[src/rtl/reg_write_arbiter_pkg.sv]
// Shared types and helpers for the register write arbiter and its round-robin picker.
package reg_write_arbiter_pkg;

  typedef enum logic {
    ST_IDLE   = 1'b0,
    ST_LOCKED = 1'b1
  } arb_state_e;

  // Ceiling log2, usable in parameter and port-width expressions.
  function automatic int unsigned clog2(input int unsigned v);
    int unsigned r;
    r = 0;
    for (int unsigned i = 0; i < 32; i++) begin
      if ((64'd1 << i) < 64'(v)) r = i + 1;
    end
    return r;
  endfunction

endpackage

[src/rtl/reg_write_arbiter_rr_pick.sv]
// Combinational round-robin picker: first set request strictly after the pointer, with wrap.
module rr_pick #(
  parameter int unsigned N  = 4,
  parameter int unsigned IW = 2
) (
  input  logic [N-1:0]  req_i,
  input  logic [IW-1:0] ptr_i,
  output logic [N-1:0]  gnt_o,
  output logic [IW-1:0] idx_o,
  output logic          any_o
);

  always_comb begin
    logic [IW-1:0] cand;
    gnt_o = '0;
    idx_o = '0;
    any_o = 1'b0;
    cand  = '0;
    for (int unsigned k = 1; k <= N; k++) begin
      cand = IW'((32'(ptr_i) + k) % N);
      if (!any_o && req_i[cand]) begin
        any_o       = 1'b1;
        idx_o       = cand;
        gnt_o[cand] = 1'b1;
      end
    end
  end

endmodule

[src/rtl/reg_write_arbiter.sv]
// Shared enable-register with round-robin write arbitration, per-requester lock and lock timeout.
module reg_write_arbiter
  import reg_write_arbiter_pkg::*;
#(
  parameter int unsigned       width    = 1,
  parameter logic [width-1:0]  init     = '0,
  parameter int unsigned       n_req    = 4,
  parameter int unsigned       lock_max = 16
) (
  input  logic                      CLK,
  input  logic                      RST_N,
  input  logic [n_req-1:0]          REQ,
  input  logic [n_req-1:0]          LOCK,
  input  logic [n_req*width-1:0]    D_IN,
  output logic [n_req-1:0]          ACK,
  output logic [width-1:0]          Q_OUT,
  output logic [clog2(n_req)-1:0]   OWNER,
  output logic                      LOCKED,
  output logic                      LOCK_ABORT
);

  localparam int unsigned IW = clog2(n_req);
  localparam int unsigned CW = clog2(lock_max + 1);

  arb_state_e     state_q;
  logic [width-1:0] q_q;
  logic [IW-1:0]  ptr_q;
  logic [IW-1:0]  owner_q;
  logic [CW-1:0]  cnt_q;
  logic           abort_q;

  logic [n_req-1:0] pick_gnt;
  logic [IW-1:0]    pick_idx;
  logic             pick_any;
  logic [IW-1:0]    wr_idx;
  logic [width-1:0] wr_data;

  rr_pick #(
    .N  (n_req),
    .IW (IW)
  ) u_pick (
    .req_i (REQ),
    .ptr_i (ptr_q),
    .gnt_o (pick_gnt),
    .idx_o (pick_idx),
    .any_o (pick_any)
  );

  // While locked only the owner can be acknowledged; everyone else waits.
  always_comb begin
    ACK = '0;
    if (RST_N) begin
      if (state_q == ST_LOCKED) ACK[owner_q] = REQ[owner_q];
      else                      ACK = pick_gnt;
    end
  end

  assign wr_idx = (state_q == ST_LOCKED) ? owner_q : pick_idx;

  always_comb begin
    wr_data = '0;
    for (int unsigned i = 0; i < n_req; i++) begin
      if (wr_idx == IW'(i)) wr_data = D_IN[i*width +: width];
    end
  end

  always_ff @(posedge CLK) begin
    if (!RST_N) begin
      q_q     <= init;
      state_q <= ST_IDLE;
      ptr_q   <= IW'(n_req - 1);
      owner_q <= '0;
      cnt_q   <= '0;
      abort_q <= 1'b0;
    end else begin
      abort_q <= 1'b0;
      if (|ACK) q_q <= wr_data;
      if (state_q == ST_IDLE) begin
        if (pick_any) begin
          ptr_q   <= pick_idx;
          owner_q <= pick_idx;
          if (LOCK[pick_idx]) begin
            state_q <= ST_LOCKED;
            cnt_q   <= CW'(1);
          end
        end
      end else begin
        // A voluntary release takes precedence over the timeout check.
        if (!LOCK[owner_q]) begin
          state_q <= ST_IDLE;
          cnt_q   <= '0;
        end else if (cnt_q == CW'(lock_max)) begin
          state_q <= ST_IDLE;
          cnt_q   <= '0;
          abort_q <= 1'b1;
        end else begin
          cnt_q <= cnt_q + CW'(1);
        end
      end
    end
  end

  assign Q_OUT      = q_q;
  assign OWNER      = owner_q;
  assign LOCKED     = (state_q == ST_LOCKED);
  assign LOCK_ABORT = abort_q;

endmodule

[config.mk]
export PLATFORM = sky130hd
export DESIGN_NAME = reg_write_arbiter
export DESIGN_NICKNAME = d
export VERILOG_FILES = /design/src/rtl/reg_write_arbiter_pkg.sv /design/src/rtl/reg_write_arbiter_rr_pick.sv /design/src/rtl/reg_write_arbiter.sv
export SDC_FILE = /design/constraint.sdc
export NUM_CORES = 1
export LEC_CHECK = 0
export ABC_AREA = 1
export BUFFER_PORTS_ARGS = -buffer_cell sky130_fd_sc_hd__buf_2
export CELL_PAD_IN_SITES_DETAIL_PLACEMENT = 0
export CELL_PAD_IN_SITES_GLOBAL_PLACEMENT = 1
export CORE_ASPECT_RATIO = 1.4
export CORE_MARGIN = 2
export CORE_UTILIZATION = 30
export DETAILED_ROUTE_END_ITERATION = 10
export PLACE_DENSITY = 0.77
export SLEW_MARGIN = 20
export SYNTH_ARGS = -nofsm -noshare
export SYNTH_HDL_FRONTEND = slang
export SYNTH_SLANG_ARGS = --single-unit
[constraint.sdc]
create_clock -name CLK -period 2.4 [get_ports CLK]
set_input_delay 0.24 -clock CLK [delete_from_list [all_inputs] [get_ports CLK]]
set_output_delay 0.24 -clock CLK [all_outputs]
set_load 0.05 [all_outputs]
==> summary.md <==
| Metric | Value |
|---|---|
| Tmin final | `2.26 ns` |
| WL final | `around 3500 µm` |
| Worst setup EP type | `primary output` |
| Mapped cell area | `approximately 1200 µm²` |
| Min-Delay Path Class | `input port to register` |
| Post-synthesis sequential area ratio | `19.3%` |
| Hold WS | `0.293 ns` |
| Core Area | `roughly 4000 µm²` |
| Layout Area Growth over Synthesis | `21.1%` |
| Status | `complete, no violations` |
| R2R Path Start | `ptr_q[0]` |
| Cells after Synth | `200` |
| VDD IR-drop max | `727 µV` |
| Initial antenna violation count | `0` |
| First-pass GRT wire length | `5800 µm` |
| Fillcell total | `456` |
| CP cell instances | `inv_4 -> ha_4 -> inv_1 -> nand2_2 -> nand2_4 -> inv_4 -> nand2_4 -> nor2_4 -> nand2_1 -> nand3_1 -> nand3_1 -> inv_1 -> buf_6` |
| Crit Path Category | `register to primary output` |
| Syn_nets | `224` |
| Effective utilization at floorplan | `31.6%` |
| Max-slew violations | `0` |
| Ys Warns | `0` |
| P_int | `0.996 mW` |
| Power Density | `approximately 1600 nW/µm²` |
| Finished Core Util | `38.2%` |
| Clock Power Share | `9.5%` |
| Worst Path Arrival | `2.02 ns` |
| Final ANT Viol Nets | `0` |
| Clock tree root buffer cell | `clkbuf_8` |
| Largest net degree at the start of global routing | `12` |
| CTS Hold Buffers Added | `0` |
| Syn Area/Cell | `6.24 µm²` |
| Post-route setup TNS | `0 ns` |
| Total number of vias | `1,348` |
| Final Net Count | `251` |
| Reg clk slew, reported paths | `0.06 ns` |
| Startpoint types | `register` |
| WP data required | `2.16 ns` |
| Max Cap Viol | `0` |
| Placed Cells | `265` |
| Max Buffers Root-to-Sink | `2` |
| Final Hold Violating Endpoints | `0` |
| Clock Skew | `about 0.0027 ns` |
| # rows | `27` |
| HP Start | `RST_N` |
| Pleak | `~0.77 nW` |
| Total GRT Usage | `16.1%` |
| Initial DRC count | `32` |
| Slew at the pin with the worst max-slew slack | `0.341 ns` |
| Final cell count without fillers | `~270` |
| CP Launch Point | `ptr_q[0]` |
| ANT cells | `0` |
| Crit path largest cell delay | `about 0.35 ns` |
| RSZ-0062 raised after global routing | `no` |
| CTS sink count | `12` |
| Routed length per instance | `13.1 µm` |
| Netlist cell types | `28` |
| Final period util | `a little over nine tenths` |
| DR pass1 iterations | `4` |
| Htree depth | `1` |
| GPL Wtd Cong | `0.775` |
| Crit path max-delay cell type | `dfxtp_2` |
| Synth Register Bits | `12` |
| CP max FO | `10` |
| Slew headroom | `77.3%` |
| Clock latency on the worst-skew pair | `0.25 ns` |
| CTS buffer count | `3` |
| IO buf count | `22` |
| Final count of negative-setup-slack endpoints | `0` |
| DR DRC count | `0` |
| Vias in the first global route | `1,266` |
| Vias per cell | `around 5.0` |
| Die Footprint | `4700 µm²` |
| Fmax | `0.443 GHz` |
| Post CTS Setup Buffer Count | `0` |
| I/O pins | `23` |
| Gate power share | `a little under 80%` |
| Die H | `80.3 µm` |
| CTS tree | `built` |
| Switching Share | `between 50% and 60%` |
| DIE WIDTH | `58.5 µm` |
| Sw Pwr | `1.39 mW` |
| Detailed Place HPWL | `approximately 2900 µm` |
| Layout cells sized above 1 | `between 20% and 30%` |
| Part of the power in registers | `12.7%` |
| Grt ovf | `0` |
## metrics by stage
stage / setup slack [ns] / power (mW) / cell area, µm²
after global routing: 0.0179 / 2.63 / 1510
after CTS: 0.0158 / 2.37 / 1490
after global placement: 0.214 / 2.09 / 1420
after floorplan: 0.185 / 1.72 / 1250
final: 0.142 / 2.39 / 1510
after detailed placement: 0.174 / 2.10 / 1420
## area by class of cell
class | count | area, µm² | area share [%]
multi-input cells | 152 | 877 | 58.1
inverters | 32 | 125 | 8.28
clock buffers | 4 | 55.1 | 3.65
well taps | 43 | 53.8 | 3.56
flip-flops and latches | 12 | 241 | 16.0
repair buffers | 26 | 158 | 10.4
## cell usage after synthesis
| cell type | count | area [µm²] |
|---|---|---|
| nand4_1 | 3 | 18.8 |
| nor2_4 | 2 | 22.5 |
| nor2_2 | 1 | 6.26 |
| inv_1 | 26 | 97.6 |
| o211ai_1 | 2 | 15.0 |
| nand2_4 | 3 | 33.8 |
| nand2_1 | 49 | 184 |
| o31ai_1 | 1 | 7.51 |
| ha_1 | 10 | 125 |
| o21ai_0 | 7 | 35.0 |
| nor2_1 | 8 | 30.0 |
| nand2_2 | 7 | 43.8 |
| nor3_1 | 1 | 5.00 |
| a21oi_2 | 2 | 17.5 |
| dfxtp_1 | 12 | 240 |
| inv_2 | 2 | 7.51 |
| xor2_1 | 1 | 8.76 |
| nand4_2 | 1 | 12.5 |
| o21ai_1 | 2 | 10.0 |
| o21ai_2 | 1 | 8.76 |
| clkinv_1 | 2 | 7.51 |
| clkbuf_1 | 3 | 11.3 |
| nor3_2 | 1 | 10.0 |
| nand3_1 | 32 | 160 |
| inv_4 | 2 | 12.5 |
| a21oi_1 | 15 | 75.1 |
| buf_6 | 1 | 11.3 |
| nand3_2 | 3 | 30.0 |
## layer usage
metal,wire [µm],share of wire (%),GRT usage [%]
met1,1360,39,15.8
met2,2050,58,32.9
met3,73,2.1,1.93
met4,42,1.2,5.58
met5,0,0,0
## cell families after synthesis
kind of cell / after synthesis / synth area share [%]
simple gates: 111 / 44.6
buf+inv: 36 / 11.8
compound gates: 30 / 13.5
flops: 12 / 19.3
fa+ha+maj: 10 / 10.0
xor+xnor: 1 / 0.702
## worst max-delay path, delay by kind of cell, from the launching register on
family / cells / cell delay (ns)
buffers and inverters: 5 / 0.47
adders and majority gates: 1 / 0.28
DFF: 1 / 0.35
and+or+nand+nor: 7 / 0.68
## final timing paths
check | end | slack [ns] | depth (start not counted)
max | ACK[2] | 0.14 | 13
min | ptr_q[0] | 0.29 | 2
max reg2reg | Q_OUT | 0.31 | 15
min reg2reg | cnt_q[3] | 0.52 | 2
## sequential cells by signal, summed over array words and instances (netlist names)
register    count
cnt_q           5
OWNER           2
ptr_q           2
LOCKED          1
LOCK_ABORT      1
Q_OUT           1
## timing repair
action	CTS	global route
endpoints found under the hold margin	0	0
gates resized for setup	6	3
pin swaps	0	1
endpoints found under the setup margin	4	5
## layout by cell type (no fill, tap or decap), types with 3 or more instances in the layout
cell,count
buf_4,6
o21ai_0,7
nand4_1,3
nand2_1,49
nor2_1,8
ha_1,9
clkbuf_8,4
nor2_4,3
dfxtp_1,11
inv_1,26
nand3_1,32
nand2_2,7
nand3_2,3
buf_2,18
a21oi_1,15
nand2_4,3
## power by group through the flow
| stage | Sequential, mW | Clock, mW | Combinational [mW] |
|---|---|---|---|
| 6_report | 0.303 | 0.227 | 1.86 |
| 5_1_grt | 0.309 | 0.241 | 2.08 |
| 4_1_cts | 0.304 | 0.231 | 1.84 |
| 3_5_place_dp | 0.308 | 0 | 1.79 |
| 3_3_place_gp | 0.307 | 0 | 1.79 |
| 2_1_floorplan | 0.379 | 0 | 1.34 |
Power figures use the tool's default switching activity.
